File: src/rtl/stream_mux_arb.sv
// N:1 stream multiplexer with a valid/ready handshake on every channel.
// The channel is picked either by an external select or by fair round-robin.
// The chosen word goes into a one-entry registered output stage.
module stream_mux_arb #(
    parameter int WIDTH   = 32,
    parameter int N       = 4,
    parameter int RR_MODE = 0,
    localparam int SEL_W  = $clog2(N)
) (
    input  logic               clk,
    input  logic               rst,
    input  logic [SEL_W-1:0]   sel,
    input  logic [N-1:0]       in_valid,
    input  logic [N*WIDTH-1:0] in_data,
    output logic [N-1:0]       in_ready,
    output logic               out_valid,
    output logic [WIDTH-1:0]   out_data,
    output logic [SEL_W-1:0]   out_sel,
    input  logic               out_ready
);

    // Stage p0: combinational grant and input mux. Stage p1: output register.
    logic               ld_p0;
    logic               gnt_vld_p0;
    logic [SEL_W-1:0]   gnt_p0;
    logic               xfer_p0;
    logic [WIDTH-1:0]   data_p0;

    logic               vld_p1;
    logic [WIDTH-1:0]   data_p1;
    logic [SEL_W-1:0]   sel_p1;
    logic [SEL_W-1:0]   rr_ptr;

    // Channel visited k steps after ptr, wrapping modulo N.
    function automatic logic [SEL_W-1:0] rr_idx(input logic [SEL_W-1:0] ptr, input int k);
        int s;
        s = int'(ptr) + k;
        if (s >= N) s = s - N;
        return SEL_W'(s);
    endfunction

    // Pointer position just after the channel that was granted.
    function automatic logic [SEL_W-1:0] rr_next(input logic [SEL_W-1:0] g);
        return (g == SEL_W'(N - 1)) ? '0 : g + SEL_W'(1);
    endfunction

    // The output register can take a new word when it is empty or being drained.
    assign ld_p0   = !vld_p1 || out_ready;
    assign xfer_p0 = ld_p0 && gnt_vld_p0;

    // Grant: the external select, or the first valid channel at or after rr_ptr.
    always_comb begin
        gnt_vld_p0 = 1'b0;
        gnt_p0     = '0;
        if (RR_MODE == 0) begin
            if (int'(sel) < N && in_valid[sel]) begin
                gnt_vld_p0 = 1'b1;
                gnt_p0     = sel;
            end
        end else begin
            // Scan from farthest to nearest so the nearest valid channel wins.
            for (int k = N - 1; k >= 0; k--) begin
                if (in_valid[rr_idx(rr_ptr, k)]) begin
                    gnt_vld_p0 = 1'b1;
                    gnt_p0     = rr_idx(rr_ptr, k);
                end
            end
        end
    end

    // Data mux for the granted channel.
    always_comb begin
        data_p0 = '0;
        for (int i = 0; i < N; i++) begin
            if (gnt_p0 == SEL_W'(i)) data_p0 = in_data[i*WIDTH +: WIDTH];
        end
    end

    // Only the granted channel sees ready; nothing is ready while reset is held.
    always_comb begin
        in_ready = '0;
        if (!rst && xfer_p0) in_ready[gnt_p0] = 1'b1;
    end

    // Output register and round-robin pointer.
    always_ff @(posedge clk or posedge rst) begin
        if (rst) begin
            vld_p1  <= 1'b0;
            data_p1 <= '0;
            sel_p1  <= '0;
            rr_ptr  <= '0;
        end else begin
            if (xfer_p0) begin
                vld_p1  <= 1'b1;
                data_p1 <= data_p0;
                sel_p1  <= gnt_p0;
            end else if (out_ready) begin
                vld_p1  <= 1'b0;
            end
            if (RR_MODE != 0 && xfer_p0) rr_ptr <= rr_next(gnt_p0);
        end
    end

    assign out_valid = vld_p1;
    assign out_data  = data_p1;
    assign out_sel   = sel_p1;

endmodule
File: config.mk
export PLATFORM = sky130hd
export DESIGN_NAME = stream_mux_arb
export DESIGN_NICKNAME = d
export VERILOG_FILES = /design/src/rtl/stream_mux_arb.sv
export SDC_FILE = /design/constraint.sdc
export NUM_CORES = 1
export LEC_CHECK = 0
export ABC_AREA = 0
export CAP_MARGIN = 0
export CORE_UTILIZATION = 36
export CTS_BUF_LIST = sky130_fd_sc_hd__clkbuf_4 sky130_fd_sc_hd__clkbuf_8 sky130_fd_sc_hd__clkbuf_16
export CTS_CLUSTER_SIZE = 40
export DETAILED_ROUTE_END_ITERATION = 8
export GPL_TIMING_DRIVEN = 0
export PLACE_DENSITY = 0.86
export SLEW_MARGIN = 10
export SYNTH_ARGS = -nofsm -noshare
export SYNTH_HDL_FRONTEND = slang
export SYNTH_SLANG_ARGS = --single-unit
File: constraint.sdc
create_clock -name clk -period 2.5 [get_ports clk]
set_clock_uncertainty 0.05 [all_clocks]
set_input_delay 0.5 -clock clk [delete_from_list [all_inputs] [get_ports clk]]
set_output_delay 0.5 -clock clk [all_outputs]
set_load 0.01 [all_outputs]
==> results of run 1 <==
cells in the mapped netlist (all sizes together) (3+ instances only):
cell	instances	area share
buf	19	0.052
o21ai	10	0.024
o31ai	11	0.036
nand4b	3	0.012
a21oi	13	0.030
a22o	13	0.050
o211ai	3	0.0099
mux2	9	0.045
o22ai	8	0.022
inv	5	0.0083
a31oi	3	0.0083
a221o	12	0.053
nand2	24	0.041
clkbuf	4	0.0066
nor3	12	0.027
mux2i	22	0.097
nor2	10	0.017
dfrtp	35	0.39
a221oi	9	0.035
area by class of cell:
class	instances	area [um2]
clock buffer	8	104
tap	75	93.8
sequential	35	876
inverter	5	18.8
buffer	23	154
multi-input combinational	173	1250
fill	483	1720
timing repair buffer	181	1780
per-stage QoR:
step	worst slack [ps]	util	cells
after floorplan	377	-	236
after global placement	-623	0.685	485
after detailed placement	-632	0.685	485
after CTS	-22.8	0.713	499
after global routing	2.95	0.714	500
final	56.8	0.714	500
power breakdown:
part | switching, W | internal (W)
sequential | 0.0000727 | 0.000695
combinational | 0.000378 | 0.000587
clock | 0.000201 | 0.000262
per-layer routing:
layer / up-vias / wire [um]
li1: 1293 / -
met1: 1281 / 3280
met2: 124 / 4440
met3: 25 / 695
met4: 0 / 246
met5: - / 0
worst register-to-register path: cells and delay by family (launching register included):
family	cells	cell delay, ps
AND/OR/NAND/NOR	2	260
flip-flops	1	380
AO/OA/AOI/OAI	1	320
buffers and inverters	3	460
worst paths after layout:
check,slack (ps),endpoint,from
worst max-delay path,60,in_ready[0],in_valid[0]
worst min-delay path,430,out_data[4]$_DFFE_PP0P_,out_data[4]$_DFFE_PP0P_
worst max register to register,920,out_data[2]$_DFFE_PP0P_,out_valid$_DFFE_PP0P_
worst min register to register,430,out_data[4]$_DFFE_PP0P_,out_data[4]$_DFFE_PP0P_
max in group asynchronous,1180,out_data[11]$_DFFE_PP0P_,rst
min in group asynchronous,740,out_data[19]$_DFFE_PP0P_,rst
cells by family after synthesis:
group,Yosys count,synth area share
compound gates,84,0.276
flops,35,0.387
mux,32,0.152
buf+inv,28,0.0674
simple gates,57,0.119
sequential cells by signal, summed over array words and instances (netlist names):
| name | cells |
|---|---|
| out_valid | 1 |
| out_data | 32 |
| out_sel | 2 |
cells in the final DEF (no fill, tap or decap), types with 4 or more instances in the layout:
cell               n
clkdlybuf4s50_1  166
dfrtp_1           35
nand2_1           23
mux2i_1           22
a22o_1            13
buf_2             12
nor3_1            12
a221o_1           12
a21oi_1           12
o31ai_1           11
nor2_1            10
mux2_2             9
a221oi_1           9
o21ai_0            9
buf_4              8
o22ai_1            8
clkbuf_8           7
buf_6              5
inv_1              4
clkbuf_1           4
dlygate4sd2_1      4
timing repair:
item | 4_1_cts | 5_1_grt
pin swaps | 2 | 0
setup endpoints to repair | 4 | 4
resized for setup | 17 | 7
buffers inserted | 6 | 1
==> metrics.txt, run 1 <==
met2 usage 0.489; Pwr Total 0.00220 W; initial antenna violation count 0; # H-tree levels 2; Area after DPL 4100 um2; Crit-path slowest cell mux4_2; PortBufs 174; RSZ-0062 raised after global routing no; Diodes inserted 0; starting density of the core 0.378; Num CTS Buffers 5; clk buf depth 2; Max IR drop VDD 0.000273 V; Root Driver clkbuf_8; Pins Over Slew Limit 0; Layout Nets 561; CP startpoint kind primary input; mean area per synthesized cell 9.60 um2; Ys Warns 0; Worst Hold Margin 427 ps; first-pass GRT wire length 13.6 mm; fmax 0.409 GHz; CP required 1950 ps; final period utilization 0.977; routed wire length 8.67 mm; Clock transition at path regs 70 ps; Worst Tran Pin Value 739 ps; Clock Sinks 35; Placer Congestion 0.801; Worst Reg2Reg Path Length in Cells 6; final setup vio count 0; Distinct cells, synth 32; flop and latch count out of synthesis 35; die width 81.3 um; number of global-route vias before repair 2835; CP Depth 6; Top Usage Layer GRT met2; DP HPWL 6.65 mm; hold path depth 2; Post-synth ARST share 1.00; grt met1 use 0.308; Crit Path Max Fanout 4; drt first pass iters 4; Vias 2723; post-route cell area 4280 um2; number of I/O pins 176; pin count of the biggest net entering global routing 36; crit path kind primary input to output pin; CTS tree built; DIE AREA 6620 um2; core area 5990 um2; via/cell ratio 5.45; antenna viol nets, final 0; worst-path cell chain clkdlybuf4s50_1 -> mux4_2 -> nand2_4 -> buf_6 -> nor3_1 -> clkdlybuf4s15_1; routed len/inst 17.3 um; Synthesized Nets 373; Post-synth EDFFs 0; Leak Pwr 1.79 nW; Tmin final 2440 ps; max incr delay on CP 500 ps; Max Cap Viol 0; # rows 28; Hold WC Path Type flip-flop to flip-flop; power per cell area 514 nW/um2; crit path buf inv count 3; setup TNS 0 ps; Post-Syn Area 2270 um2; clk_lat worst skew 280 ps; Hold Vio Cnt, Final 0; CP endpoint kind output pin; Syn Inst Count 236; fraction of final layout cells sized beyond drive strength 1 0.118; Initial DRC Count 72; remaining global-route overflow 0; Critical Path AT 1890 ps; status finished, final reports clean; Residual DRC 0; Slew headroom 0.506; M3 GR Usage 0.0708; GR Util All Layers 0.273; Largest delay share family, worst path buffers and inverters; Seq/Total Area, Yosys 0.387; layout overhead on the synthesized area 88.7%; Die Ht 81.3 um; cts hold-fix bufs 0; Synth Flop Type dfrtp_1
No activity file was read; power rests on OpenSTA's default activity.
==> run 2, diff against run 1 <==
- TNS_END_PERCENT: not set -> 10
==> metrics.txt, run 2 (synthesis results as in run 1) <==
die width 81.3 um (unchanged); via/cell ratio 5.43 (-0.23%); Sw Ratio 0.297 (about the same); Leak Pwr 1.78 nW (-0.52%); CP startpoint kind primary input; worst-path cell chain clkdlybuf4s50_1 -> mux4_2 -> nand2_4 -> buf_6 -> nor3_1 -> clkdlybuf4s15_1; # H-tree levels 2 (unchanged); Initial DRC Count 75 (+4.2%); fmax 0.401 GHz (-2.0%); Net Sw Power 0.000650 W (-0.33%); crit path kind primary input to output pin; fraction of final layout cells sized beyond drive strength 1 0.116 (-0.00181); drt first pass iters 4 (unchanged); register area 876 um2 (unchanged); Pins Over Slew Limit 0 (unchanged); CP endpoint kind output pin; clock network power share 0.212 (about the same); min-delay src out_data[4]$_DFFE_PP0P_; # fillers 486 (+0.62%); Vias 2706 (-0.62%); starting density of the core 0.378 (unchanged); CP startpoint in_valid[0]; Worst Tran Pin Value 745 ps (+5.36 ps); GR Util All Layers 0.271 (-0.00143); max incr delay on CP 500 ps (about the same); Crit Path Max Fanout 10 (+6); CTS tree built; DP HPWL 6.65 mm (unchanged); setup TNS 0 ps (unchanged); register share of total power 0.351 (about the same); Diodes inserted 0 (unchanged); Layout Nets 559 (-0.36%); Hold WC Path Type flip-flop to flip-flop; Num CTS Buffers 5 (unchanged); status finished, final reports clean; initial antenna violation count 0 (unchanged); Critical Path AT 1940 ps (+50 ps); Cell Int Power 0.00154 W (-0.31%); Max Cap Viol 0 (unchanged); routed wire length 8.61 mm (-0.68%); CP required 1950 ps (about the same); final setup vio count 0 (unchanged); PortBufs 174 (unchanged); Worst Hold Margin 428 ps (+1.26 ps); Tmin final 2490 ps (+51.0 ps); DIE AREA 6620 um2 (unchanged); antenna viol nets, final 0 (unchanged); # rows 28 (unchanged); power per cell area 515 nW/um2 (+0.15%); Max IR drop VDD 0.000273 V (about the same); number of I/O pins 176 (unchanged); pin count of the biggest net entering global routing 36 (unchanged); final period utilization 0.998 (+0.0204); core area 5990 um2 (unchanged); remaining global-route overflow 0 (unchanged); most frequent cells in the layout clkdlybuf4s50_1 (166), dfrtp_1 (35), nand2_1 (23); Crit-path slowest cell mux4_2; reg-to-reg startpoint out_valid$_DFFE_PP0P_; first-pass GRT wire length 13.5 mm (-0.56%); number of global-route vias before repair 2827 (-0.28%); Placer Congestion 0.801 (unchanged); Clock transition at path regs 70 ps (about the same); clk buf depth 2 (unchanged); area of the multi-input gates 1250 um2 (unchanged); Clock Sinks 35 (unchanged); commonest non-fill, non-tap cell in the layout clkdlybuf4s50_1; Residual DRC 0 (unchanged); routed len/inst 17.3 um (-0.28%); RSZ-0062 raised after global routing yes; layout overhead on the synthesized area 87.8%; Comb pwr share 0.437 (-0.002); Slew headroom 0.503 (-0.00358); Largest register FFs 32 (unchanged); Hold Vio Cnt, Final 0 (unchanged); Root Driver clkbuf_8; clk_lat worst skew 280 ps (about the same); cts hold-fix bufs 0 (unchanged); Die Ht 81.3 um (unchanged)
[run 2: power by group through the flow]
stage	Combinational, W	Clock (W)	Sequential, W
global placement	0.000926	0	0.000770
CTS	0.000961	0.000465	0.000767
global route	0.00103	0.000493	0.000783
finish	0.000958	0.000464	0.000768
floorplan	0.000308	0	0.000833
detailed placement	0.000943	0	0.000777
[run 2: area by class of cell]
class | instances | area share
plain buffers | 23 | 0.0362
multi-input cells | 173 | 0.294
clock buffers | 8 | 0.0244
well taps | 75 | 0.0221
inverters | 5 | 0.00441
flip-flops and latches | 35 | 0.206
repair buffers | 179 | 0.413
[run 2: repair_timing]
item,in CTS,in global routing
pin swaps,2,0
setup buffers,5,0
cloned,0,0
setup endpoints to repair,4,4
resized for setup,19,5
[run 2: path summary, 6_finish.rpt]
check                                           end  slack (ps)  depth (start not counted)
setup / recovery                        in_ready[3]           6                          6
hold / removal              out_data[4]$_DFFE_PP0P_         430                          2
setup reg to reg            out_data[2]$_DFFE_PP0P_        1060                          5
hold reg to reg             out_data[4]$_DFFE_PP0P_         430                          2
max in group asynchronous  out_data[11]$_DFFE_PP0P_        1170                          2
min in group asynchronous  out_data[19]$_DFFE_PP0P_         740                          2
[run 2: layer usage]
metal	part of all wire	wire (um)	global-route usage	vias to the layer above
met5	0	0	0	-
li1	-	-	-	1289
met2	0.51	4380	0.484	126
met4	0.027	234	0.100	0
met1	0.38	3290	0.306	1270
met3	0.082	703	0.0730	21
[run 2: critical path: cells and delay by family]
kind	cells	cell delay, ps
muxes	1	500
buffers and inverters	3	790
and+or+nand+nor	2	150
[run 2: per-stage QoR]
stage | setup WS (ps) | util | power (W) | area, um2 | cells
floorplan | 377 | - | 0.00114 | 2270 | 236
global placement | -623 | 0.685 | 0.00170 | 4100 | 485
detailed placement | -632 | 0.685 | 0.00172 | 4100 | 485
CTS | -22.8 | 0.712 | 0.00219 | 4270 | 498
global route | -65.4 | 0.710 | 0.00231 | 4260 | 498
finish | 5.78 | 0.710 | 0.00219 | 4260 | 498
==> run 3, diff against run 2 <==
- HOLD_SLACK_MARGIN: not set -> 0.06
==> results of run 3 <==
No change in the layout: final DEF, timing and power equal those of run 2.
